[config.mk]
export PLATFORM = sky130hd
export DESIGN_NAME = ppu_zero_compress
export DESIGN_NICKNAME = d
export VERILOG_FILES = /design/src/rtl/ppu_zero_compress_pkg.sv /design/src/rtl/ppu_pkt_fifo.sv /design/src/rtl/ppu_zero_compress.sv
export SDC_FILE = /design/constraint.sdc
export NUM_CORES = 1
export LEC_CHECK = 0
export CAP_MARGIN = 0
export CELL_PAD_IN_SITES_DETAIL_PLACEMENT = 0
export CELL_PAD_IN_SITES_GLOBAL_PLACEMENT = 2
export CORE_UTILIZATION = 47
export DETAILED_ROUTE_END_ITERATION = 16
export GPL_ROUTABILITY_DRIVEN = 1
export GPL_TIMING_DRIVEN = 0
export HOLD_SLACK_MARGIN = 0.02
export PLACE_DENSITY = 0.86
export SETUP_SLACK_MARGIN = 0.05
export SYNTH_ARGS = -nofsm -noshare
export SYNTH_HDL_FRONTEND = slang
export SYNTH_SLANG_ARGS = --single-unit
[constraint.sdc]
create_clock -name clk -period 25.3 [get_ports clk]
set_clock_uncertainty 0.1 [all_clocks]
set_input_delay 2.53 -clock clk [delete_from_list [all_inputs] [get_ports clk]]
set_output_delay 2.53 -clock clk [all_outputs]
set_load 0.01 [all_outputs]
[src/rtl/ppu_zero_compress_pkg.sv]
`default_nettype none
// ============================================================================
//  Module      : ppu_zero_compress_pkg
//  Description : Shared constants, packet/entry types and FSM encoding for
//                the PPU zero-compression stage. Build option PPU_RELU_EN
//                clamps negative lane values to zero before compression.
//  Revision    : 1.0 - initial release
// ============================================================================
package ppu_zero_compress_pkg;

    localparam int LANES      = 8;   // pooled lanes per packet
    localparam int DATA_W     = 16;  // signed activation width
    localparam int RUN_W      = 4;   // zero-run field width
    localparam int K_W        = 6;   // output-channel index width
    localparam int FIFO_DEPTH = 8;   // packet FIFO entries (power of 2)
    localparam int LIDX_W     = $clog2(LANES);

    localparam logic [RUN_W-1:0] RUN_MAX = '1;

    // One pooled packet as captured from the pooling stage.
    typedef struct packed {
        logic [LANES-1:0]        valid;
        logic [LANES*DATA_W-1:0] data;
        logic [K_W-1:0]          kc;
    } ppu_lane_pkt_t;

    // One sparse (value, zero-run) entry for the output activation buffer.
    typedef struct packed {
        logic [DATA_W-1:0] data;
        logic [RUN_W-1:0]  run;
        logic [K_W-1:0]    kc;
        logic              eoc;
    } ppu_sparse_entry_t;

    typedef enum logic [1:0] {
        ST_IDLE = 2'd0,
        ST_SCAN = 2'd1,
        ST_EOC  = 2'd2,
        ST_DONE = 2'd3
    } ppu_state_t;

    // Value as seen by the zero detector (optionally rectified).
    function automatic logic [DATA_W-1:0] lane_value(input logic [DATA_W-1:0] v);
`ifdef PPU_RELU_EN
        return v[DATA_W-1] ? '0 : v;
`else
        return v;
`endif
    endfunction

endpackage : ppu_zero_compress_pkg
`default_nettype wire

[src/rtl/ppu_pkt_fifo.sv]
`default_nettype none
// ============================================================================
//  Module      : ppu_pkt_fifo
//  Description : Synchronous FIFO of pooled lane packets with full/empty
//                flags; a push while full is accepted when a pop happens in
//                the same cycle.
//  Revision    : 1.0 - initial release
// ============================================================================
module ppu_pkt_fifo
    import ppu_zero_compress_pkg::*;
#(
    parameter int DEPTH = FIFO_DEPTH
) (
    input  logic          clk,
    input  logic          rst,
    input  logic          push_i,
    input  ppu_lane_pkt_t data_i,
    input  logic          pop_i,
    output ppu_lane_pkt_t data_o,
    output logic          full_o,
    output logic          empty_o
);

    localparam int AW = $clog2(DEPTH);

    ppu_lane_pkt_t mem_q [DEPTH];
    logic [AW:0]   wr_ptr_q;
    logic [AW:0]   rd_ptr_q;
    logic          w_do_push;
    logic          w_do_pop;

    // Extra pointer bit distinguishes full from empty when indices match.
    assign empty_o   = (wr_ptr_q == rd_ptr_q);
    assign full_o    = (wr_ptr_q[AW] != rd_ptr_q[AW]) &&
                       (wr_ptr_q[AW-1:0] == rd_ptr_q[AW-1:0]);
    assign w_do_pop  = pop_i && !empty_o;
    assign w_do_push = push_i && (!full_o || w_do_pop);
    assign data_o    = mem_q[rd_ptr_q[AW-1:0]];

    // Pointer update; reset empties the FIFO.
    always_ff @(posedge clk) begin
        if (rst) begin
            wr_ptr_q <= '0;
            rd_ptr_q <= '0;
        end else begin
            if (w_do_push) wr_ptr_q <= wr_ptr_q + 1'b1;
            if (w_do_pop)  rd_ptr_q <= rd_ptr_q + 1'b1;
        end
    end

    // Packet storage (no reset needed, guarded by pointers).
    always_ff @(posedge clk) begin
        if (w_do_push) mem_q[wr_ptr_q[AW-1:0]] <= data_i;
    end

endmodule : ppu_pkt_fifo
`default_nettype wire

[src/rtl/ppu_zero_compress.sv]
`default_nettype none
// ============================================================================
//  Module      : ppu_zero_compress
//  Description : Buffers pooled lane packets and serialises them into sparse
//                (value, zero-run) entries, closing each channel with an EOC
//                entry and pulsing done after a finish. Build option
//                PPU_RELU_EN rectifies negative lanes before compression.
//  Revision    : 1.0 - initial release
// ============================================================================
module ppu_zero_compress
    import ppu_zero_compress_pkg::*;
(
    input  logic                    clk,
    input  logic                    rst,
    input  logic [LANES-1:0]        in_valid,
    input  logic [LANES*DATA_W-1:0] in_data,
    input  logic [K_W-1:0]          in_kc,
    input  logic                    in_finish,
    output logic                    out_valid,
    input  logic                    out_ready,
    output logic [DATA_W-1:0]       out_data,
    output logic [RUN_W-1:0]        out_run,
    output logic [K_W-1:0]          out_kc,
    output logic                    out_eoc,
    output logic                    done,
    output logic                    overflow
);

    ppu_state_t              state_q;
    logic [LANES-1:0]        mask_q;       // lanes of the held packet still to scan
    logic [LANES*DATA_W-1:0] lane_data_q;
    logic [K_W-1:0]          pkt_kc_q;     // kc of the held packet
    logic [K_W-1:0]          cur_kc_q;     // channel currently being emitted
    logic [RUN_W-1:0]        run_q;
    logic                    first_q;      // no packet seen since reset/done
    logic                    finish_pend_q;
    logic                    eoc_fin_q;    // current EOC was caused by finish
    logic                    done_q;
    logic                    overflow_q;
    logic                    out_valid_q;
    ppu_sparse_entry_t       out_q;

    ppu_lane_pkt_t           w_push_pkt;
    ppu_lane_pkt_t           w_head;
    logic                    w_full;
    logic                    w_empty;
    logic                    w_push_req;
    logic                    w_push;
    logic                    w_pop;
    logic [LIDX_W-1:0]       w_idx;
    logic [DATA_W-1:0]       w_val;
    logic [LANES-1:0]        w_mask_nxt;
    logic                    w_last;
    logic                    w_advance;
    logic                    w_same_kc;

    assign w_push_pkt = '{valid: in_valid, data: in_data, kc: in_kc};
    assign w_push_req = |in_valid;
    // A full FIFO still accepts when the head leaves this same cycle.
    assign w_push     = w_push_req && (!w_full || w_pop);

    ppu_pkt_fifo #(
        .DEPTH   (FIFO_DEPTH)
    ) u_fifo (
        .clk     (clk),
        .rst     (rst),
        .push_i  (w_push),
        .data_i  (w_push_pkt),
        .pop_i   (w_pop),
        .data_o  (w_head),
        .full_o  (w_full),
        .empty_o (w_empty)
    );

    // Lane pointer = lowest pending valid lane; decide end-of-packet and pops.
    always_comb begin
        w_idx = '0;
        for (int i = LANES - 1; i >= 0; i--) begin
            if (mask_q[i]) w_idx = LIDX_W'(i);
        end
        w_val      = lane_value(lane_data_q[int'(w_idx)*DATA_W +: DATA_W]);
        w_mask_nxt = mask_q & ~(LANES'(1) << w_idx);
        w_last     = (w_mask_nxt == '0);
        w_advance  = !out_valid_q || out_ready;
        w_same_kc  = (w_head.kc == cur_kc_q);
        w_pop      = !w_empty &&
                     ((state_q == ST_IDLE) ||
                      (state_q == ST_SCAN && w_advance && w_last && w_same_kc));
    end

    // Compression FSM with registered entry, done and overflow outputs.
    always_ff @(posedge clk) begin
        if (rst) begin
            state_q       <= ST_IDLE;
            mask_q        <= '0;
            lane_data_q   <= '0;
            pkt_kc_q      <= '0;
            cur_kc_q      <= '0;
            run_q         <= '0;
            first_q       <= 1'b1;
            finish_pend_q <= 1'b0;
            eoc_fin_q     <= 1'b0;
            done_q        <= 1'b0;
            overflow_q    <= 1'b0;
            out_valid_q   <= 1'b0;
            out_q         <= '0;
        end else begin
            done_q <= 1'b0;
            if (w_push_req && w_full && !w_pop) overflow_q <= 1'b1;
            if (out_valid_q && out_ready) out_valid_q <= 1'b0;

            case (state_q)
                ST_IDLE: begin
                    if (!w_empty) begin
                        mask_q      <= w_head.valid;
                        lane_data_q <= w_head.data;
                        pkt_kc_q    <= w_head.kc;
                        if (!first_q && !w_same_kc) begin
                            eoc_fin_q <= 1'b0;
                            state_q   <= ST_EOC;
                        end else begin
                            cur_kc_q <= w_head.kc;
                            first_q  <= 1'b0;
                            state_q  <= ST_SCAN;
                        end
                    end else if (finish_pend_q) begin
                        eoc_fin_q <= 1'b1;
                        state_q   <= ST_EOC;
                    end
                end
                ST_SCAN: begin
                    if (w_advance) begin
                        if (w_val == '0) begin
                            // A zero beyond a full run becomes a padding entry.
                            if (run_q == RUN_MAX) begin
                                out_valid_q <= 1'b1;
                                out_q       <= '{data: '0, run: RUN_MAX, kc: cur_kc_q, eoc: 1'b0};
                                run_q       <= '0;
                            end else begin
                                run_q <= run_q + 1'b1;
                            end
                        end else begin
                            out_valid_q <= 1'b1;
                            out_q       <= '{data: w_val, run: run_q, kc: cur_kc_q, eoc: 1'b0};
                            run_q       <= '0;
                        end
                        if (!w_last) begin
                            mask_q <= w_mask_nxt;
                        end else if (w_pop) begin
                            mask_q      <= w_head.valid;
                            lane_data_q <= w_head.data;
                            pkt_kc_q    <= w_head.kc;
                        end else begin
                            mask_q  <= '0;
                            state_q <= ST_IDLE;
                        end
                    end
                end
                ST_EOC: begin
                    if (out_valid_q && out_q.eoc) begin
                        if (out_ready) begin
                            out_q.eoc <= 1'b0;
                            run_q     <= '0;
                            if (eoc_fin_q) begin
                                done_q  <= 1'b1;
                                state_q <= ST_DONE;
                            end else begin
                                cur_kc_q <= pkt_kc_q;
                                state_q  <= ST_SCAN;
                            end
                        end
                    end else if (w_advance) begin
                        out_valid_q <= 1'b1;
                        out_q       <= '{data: '0, run: run_q, kc: cur_kc_q, eoc: 1'b1};
                    end
                end
                ST_DONE: begin
                    finish_pend_q <= 1'b0;
                    cur_kc_q      <= '0;
                    first_q       <= 1'b1;
                    state_q       <= ST_IDLE;
                end
                default: state_q <= ST_IDLE;
            endcase

            // A new finish is never lost, even when it lands on DONE.
            if (in_finish) finish_pend_q <= 1'b1;
        end
    end

    assign out_valid = out_valid_q;
    assign out_data  = out_q.data;
    assign out_run   = out_q.run;
    assign out_kc    = out_q.kc;
    assign out_eoc   = out_q.eoc;
    assign done      = done_q;
    assign overflow  = overflow_q;

endmodule : ppu_zero_compress
`default_nettype wire

==> summary.md, run 1 <==
| Metric | Value |
|---|---|
| Outcome | `finished with violations` |
| Violated checks | `DRC` |
| Leakage Power | `19.00 nW` |
| Synth area leader | `edfxtp_1` |
| MaxCap Viol Count | `0` |
| DP Cell Count | `4503` |
| Layout Nets | `3308` |
| Std-Cell Rows | `~120` |
| Flops & latches, synth | `1334` |
| CP endpoint kind | `flip-flop` |
| CTS tree | `done` |
| Top-area cell type share of the netlist area | `between 60% and 70%` |
| Final min period | `roughly 6000 ps` |
| Synthesized area per cell | `19.01 um^2` |
| Post-route ant nets | `0` |
| Most numerous cell in the Yosys netlist | `edfxtp_1` |
| Wirelength per Cell | `29.26 um` |
| All-Layer GR Usage | `24.85%` |
| Crit path DAT | `6370 ps` |
| # IOs | `176` |
| Vias in the first global route | `between 20000 and 30000` |
| Clock slew at reported path FFs | `60 ps` |
| Die ar. | `112700 um^2` |
| Finished Cell Area | `61390 um^2` |
| Hold-fix buffers, CTS | `0` |
| Clock network power share | `27.4%` |
| Global-route wire length before repair | `around 200000 um` |
| Critical path required time | `25640 ps` |
| Gr ovfl total | `0` |
| Internal | `4.621 mW` |
| Max H-tree Level | `4` |
| Slew Limit Fails | `0` |
| Skew-Pair Late Insertion Delay | `760 ps` |
| Final Non-Filler Cells | `4754` |
| Hold violation total from the final report | `0` |
| Yosys cell types | `88` |
| Root buf cell | `clkbuf_16` |
| Setup Fix Bufs, Post-CTS | `0` |
| # DRC | `2` |
| Rel. slew slack | `roughly 7.6%` |
| CTS Buf Count | `136` |
| Measured slew at the worst slew-check pin | `1385 ps` |
| Drt total wl | `139100 um` |
| Drt pass-1 iters | `14` |
| Vias/cell | `5.994` |
| Crit path launch type | `input port` |
| Period utilisation layout | `23.82%` |
| Final Wtd Congestion | `0.9190` |
| Switch share | `34.61%` |
| Post-synthesis sequential area ratio | `around 73%` |
| Largest net degree at the start of global routing | `47` |
| Layout cells sized above 1 | `20.41%` |
| Seq pwr share | `39.4%` |
| Worst ir drop on vdd | `roughly 0.062 mV` |
| Synth top cells by count | `edfxtp_1 (1136), mux4_2 (284), dfxtp_1 (198)` |
| Initial antenna violation count | `11` |
| CP max FO | `10` |
| Logic pwr share | `between 30% and 40%` |
| Fmax | `0.1659 GHz` |
| HP Class | `flip-flop to flip-flop` |
| Ranking of synthesized cells by area | `edfxtp_1 (65%), mux4_2 (12%), dfxtp_1 (7.6%), mux2i_1 (3.2%), a211oi_1 (2.0%)` |
| Setup CP Type | `input port to flip-flop` |
| Unrepaired setup endpoints after global routing | `false` |
| # setup viols final | `0` |
| Die span in y | `335.7 um` |
| Placeable Area | `110500 um^2` |
| PostCTS Resize Cnt | `0` |
| CTS sink cnt | `1334` |
| NetSw | `about 2.4 mW` |
| Post-place instance area | `57080 um^2` |
| Yosys warning total | `0` |
| Clock Tree Buf Depth | `3` |
| Asr flop ratio synth | `0%` |
| Starting DRT DRC Count | `between 2000 and 3000` |
| Port bufs | `174` |
| Die W | `approximately 340 um` |
| Initial core utilization | `47.36%` |
| Post-synth net total | `2908` |
| Cell area after synthesis | `52340 um^2` |
| Routed vias | `28500` |
| Top_reg_cell synth | `edfxtp_1` |
| PwrDens | `approximately 120 nW/um^2` |
| Dpl hpwl | `95780 um` |
| Post-Syn Instances | `2753` |
| EDFF count, synth | `1136` |
| Area growth, synth to finish | `17.28%` |
| Hold WS | `a little over 400 ps` |
-- worst max-delay path, cell delays in order --
cell and delay [ps]:
clkdlybuf4s50_1 610, nor2b_1 160, nor3_1 390, a311oi_2 340, nor4_2 770, buf_4 290, buf_4 190, buf_4 220
buf_4 220, buf_4 200, buf_4 200, buf_4 210
-- state kept, by name, indices dropped and copies added (netlist names), named ones only --
register and cells:
u_fifo.mem_q 1136, lane_data_q 128, out_data 16, mask_q 8, cur_kc_q 6, out_kc 6
pkt_kc_q 6, out_run 4, run_q 4, u_fifo.rd_ptr_q 4, u_fifo.wr_ptr_q 4, state_q 2
done 1, eoc_fin_q 1, finish_pend_q 1, first_q 1, out_eoc 1, out_valid 1
overflow 1
-- per-layer routing --
metal  up-vias  global-route usage, %  share of wire (%)
met1     14960                  34.19                 42
met5         -                      0              0.070
met3       165                  4.435                6.1
met2      1034                  41.14                 49
met4        14                  6.179                2.0
li1      12320                      -                  -
-- layout make-up --
cell class	instances	area, um^2
multi-input combinational	1179	13210
antenna	3	7.507
timing repair buffer	262	2838
buffer	205	958.4
clock buffer	188	3725
clock inverter	60	575.6
sequential	1334	38080
fill	8373	49130
tap	1488	1862
inverter	35	131.4
-- power groups by stage --
stage	logic (mW)	registers, mW	clock network (mW)
after floorplan	1.52	2.76	0
after global placement	2.27	2.87	0
after detailed placement	2.33	2.82	0
after CTS	2.34	2.78	1.96
after global routing	2.49	2.80	2.04
final	2.35	2.78	1.94
-- worst paths after layout --
kind	endpoint	slack, ps	startpoint	cells after the start
max reg2reg	u_fifo.mem_q[3][85]$_DFFE_PP_	19630	flip-flop	17
min	out_kc[5]$_SDFFE_PP0P_	410	out_kc[5]$_SDFFE_PP0P_	2
max	u_fifo.mem_q[3][85]$_DFFE_PP_	19270	out_ready	12
min reg2reg	out_kc[5]$_SDFFE_PP0P_	410	out_kc[5]$_SDFFE_PP0P_	2
-- cells in the final DEF, fill, tap and decap left out, types with 34 or more instances in the layout --
master,count
inv_1,34
mux4_2,284
a211oi_1,138
edfxtp_1,1136
buf_4,77
a21oi_1,42
mux2i_1,169
nand2_1,47
nor2_1,34
clkbuf_16,141
a31oi_1,140
clkdlybuf4s50_1,174
dfxtp_1,198
clkbuf_1,160
-- cell families after synthesis --
kind of cell / after synthesis / synth area share [%]
flops: 1334 / 72.74
simple gates: 208 / 2.386
compound gates: 490 / 6.736
mux: 461 / 15.66
buf+inv: 240 / 2.075
xor+xnor: 10 / 0.1673
fa+ha+maj: 10 / 0.2343
-- through the flow --
step	worst slack, ps	utilization [%]	TNS, ps	power (mW)
final	19270	55.55	0	7.067
after floorplan	6532	-	0	4.277
after global routing	19030	55.54	0	7.332
after CTS	19250	55.54	0	7.086
after detailed placement	18490	51.65	0	5.151
after global placement	-9917	50.62	-2498610	5.135
No activity file was read; power rests on OpenSTA's default activity.
==> run 2: changes to the inputs <==
--- a/config.mk
+++ b/config.mk
@@ -8,12 +8,12 @@
 export CAP_MARGIN = 0
 export CELL_PAD_IN_SITES_DETAIL_PLACEMENT = 0
 export CELL_PAD_IN_SITES_GLOBAL_PLACEMENT = 2
-export CORE_UTILIZATION = 47
+export CORE_UTILIZATION = 43
 export DETAILED_ROUTE_END_ITERATION = 16
 export GPL_ROUTABILITY_DRIVEN = 1
 export GPL_TIMING_DRIVEN = 0
 export HOLD_SLACK_MARGIN = 0.02
-export PLACE_DENSITY = 0.86
+export PLACE_DENSITY = 0.84
 export SETUP_SLACK_MARGIN = 0.05
 export SYNTH_ARGS = -nofsm -noshare
 export SYNTH_HDL_FRONTEND = slang
==> constraint.sdc (replaced) <==
create_clock -name clk -period 5.4 [get_ports clk]
set_clock_uncertainty 0.1 [all_clocks]
set_input_delay 0.54 -clock clk [delete_from_list [all_inputs] [get_ports clk]]
set_output_delay 0.54 -clock clk [all_outputs]
set_load 0.01 [all_outputs]
==> run 2 against run 1 <==
Against the previous run: the run now ends clean; setup slack worse by 19000 ps; cell area is 0.63% higher; clock power grew to 4.8 times the previous value; via count is 0.30% lower; core utilization is 4.2 points lower; flip-flop and latch count stayed put; register-to-register slack worse by 19000 ps; routed wire length is 0.34% higher; critical path type is now flip-flop to flip-flop; critical endpoint is now u_fifo.mem_q[2][32]$_DFFE_PP_; largest power group unchanged.
==> summary.md, run 2 (same netlist as run 1, synthesis figures left out) <==
| Metric | Value |
|---|---|
| Vias/cell | `5.843` |
| Post-place instance area | `~57000 um^2` |
| Max reg flops | `~1100` |
| Wirelength per Cell | `between 20 and 30 um` |
| CTS Buf Count | `139` |
| Starting DRT DRC Count | `between 2000 and 3000` |
| Largest net degree at the start of global routing | `49` |
| Layout cells sized above 1 | `roughly a fifth` |
| Critical path, cell by cell | `buf_6 > mux4_2 > mux2i_1 > xnor2_1 > nor4_2 > and2_1 > buf_6 > a311oi_4 > nor2_1 > and4bb_4 > buf_16 > buf_16` |
| DP Cell Count | `about 4600` |
| Final Wtd Congestion | `0.9508` |
| Clock slew at reported path FFs | `~60 ps` |
| Leakage Power | `19.07 nW` |
| Setup CP Type | `flip-flop to flip-flop` |
| Initial antenna violation count | `17` |
| Fmax | `around 0.2 GHz` |
| Crit path DAT | `5410 ps` |
| PostCTS Resize Cnt | `0` |
| CP endpoint kind | `flip-flop` |
| Outcome | `finished clean` |
| Drt total wl | `~140000 um` |
| Most common cell after layout, fill and taps aside | `edfxtp_1` |
| Die W | `350.9 um` |
| CTS sink cnt | `1334` |
| Unrepaired setup endpoints after global routing | `false` |
| Final Non-Filler Cells | `4862` |
| Leading cell types in the layout, fill and taps excluded | `edfxtp_1 (1136), mux4_2 (284), dfxtp_1 (197), clkdlybuf4s50_1 (174), mux2i_1 (169)` |
| HP Class | `flip-flop to flip-flop` |
| Area growth, synth to finish | `18.02%` |
| Worst ir drop on vdd | `0.3272 mV` |
| Crit path launch type | `flip-flop` |
| CP peak stage delay | `~800 ps` |
| Hold-fix buffers, CTS | `0` |
| Global-route wire length before repair | `201500 um` |
| Final min period | `between 5000 and 6000 ps` |
| Initial core utilization | `43.52%` |
| Root buf cell | `clkbuf_16` |
| Slowest stage cell, crit path | `and4bb_4` |
| MaxCap Viol Count | `0` |
| Routed vias | `approximately 28000` |
| Hold WS | `404.0 ps` |
| Period utilisation layout | `94.09%` |
| Die ar. | `123100 um^2` |
| Gr ovfl total | `0` |
| Slew Limit Fails | `0` |
| # IOs | `176` |
| Pre-CTS setup slack | `-4.034 ps` |
| CP max FO | `38` |
| Skew-Pair Late Insertion Delay | `750 ps` |
| Placeable Area | `120300 um^2` |
| Post-route ant nets | `0` |
| # setup viols final | `0` |
| Finished Cell Area | `61780 um^2` |
| Port bufs | `between 150 and 200` |
| PwrDens | `roughly 540 nW/um^2` |
| Dpl hpwl | `95530 um` |
| Max H-tree Level | `4` |
| Measured slew at the worst slew-check pin | `1231 ps` |
| CTS tree | `done` |
| Rel. slew slack | `between 10% and 20%` |
| Std-Cell Rows | `127` |
| Hold violation total from the final report | `0` |
| TNS Setup | `0 ps` |
| Die span in y | `350.9 um` |
| Vias in the first global route | `28840` |
| Critical path required time | `5720 ps` |
| Drt pass-1 iters | `5` |
| Clock Tree Buf Depth | `3` |
| # DRC | `0` |
| All-Layer GR Usage | `a little under a quarter` |
| Setup slack after layout | `319.1 ps` |
| Layout Nets | `3291` |
==> run 2: final cells by class <==
type | count | area [um^2]
Antenna cell | 2 | 5.005
Buffer | 205 | 967.2
Clock buffer | 194 | 3857
Clock inverter | 59 | 633.1
Fill cell | 9558 | 58510
Inverter | 35 | 131.4
Multi-Input combinational cell | 1179 | 13240
Sequential cell | 1334 | 38080
Tap cell | 1612 | 2017
Timing Repair Buffer | 242 | 2844
==> run 2: repair_timing <==
item,in CTS,in global routing
setup endpoints to repair,9,16
setup buffers,3,1
pin swaps,1,2
==> run 2: metrics by stage <==
| step | util [%] | power [mW] |
|---|---|---|
| 6_report | 51.36 | 33.36 |
| 4_1_cts | 51.35 | 33.49 |
| 2_1_floorplan | - | 19.99 |
| 3_3_place_gp | 46.68 | 23.91 |
| 3_5_place_dp | 47.59 | 24.10 |
| 5_1_grt | 51.35 | 34.69 |
==> run 2: power breakdown <==
part           leakage, nW  internal, mW  total, mW  switching (mW)
logic                 4.83          4.25       11.0            6.72
registers             12.1          12.3       13.0           0.766
clock network         2.19          5.46       9.38            3.92
total                 19.1          22.0       33.4            11.4
==> run 2: final timing paths <==
| path | start | endpoint | slack, ps | cells after the start |
|---|---|---|---|---|
| max | flip-flop | u_fifo.mem_q[2][32]$_DFFE_PP_ | 320 | 12 |
| min | cur_kc_q[5]$_SDFFE_PP0P_ | out_kc[5]$_SDFFE_PP0P_ | 400 | 2 |
| max reg2reg | flip-flop | u_fifo.mem_q[2][32]$_DFFE_PP_ | 320 | 12 |
| min reg2reg | cur_kc_q[5]$_SDFFE_PP0P_ | out_kc[5]$_SDFFE_PP0P_ | 400 | 2 |
==> run 2: metal layers <==
| layer | vias up | GRT usage, % | wire [um] |
|---|---|---|---|
| li1 | 12300 | - | - |
| met1 | 14880 | 30.83 | 58000 |
| met2 | 1000 | 38.13 | 69970 |
| met3 | 199 | 4.183 | 8876 |
| met4 | 26 | 5.534 | 2547 |
| met5 | - | 0 | 168 |
==> run 2: worst max-delay path: cells and delay by family (launching register included) <==
| kind | cells | cell delay, ps |
|---|---|---|
| compound gates | 1 | 190 |
| xor+xnor | 1 | 170 |
| buf+inv | 4 | 850 |
| flops | 1 | 330 |
| mux | 2 | 1010 |
| simple gates | 4 | 1980 |
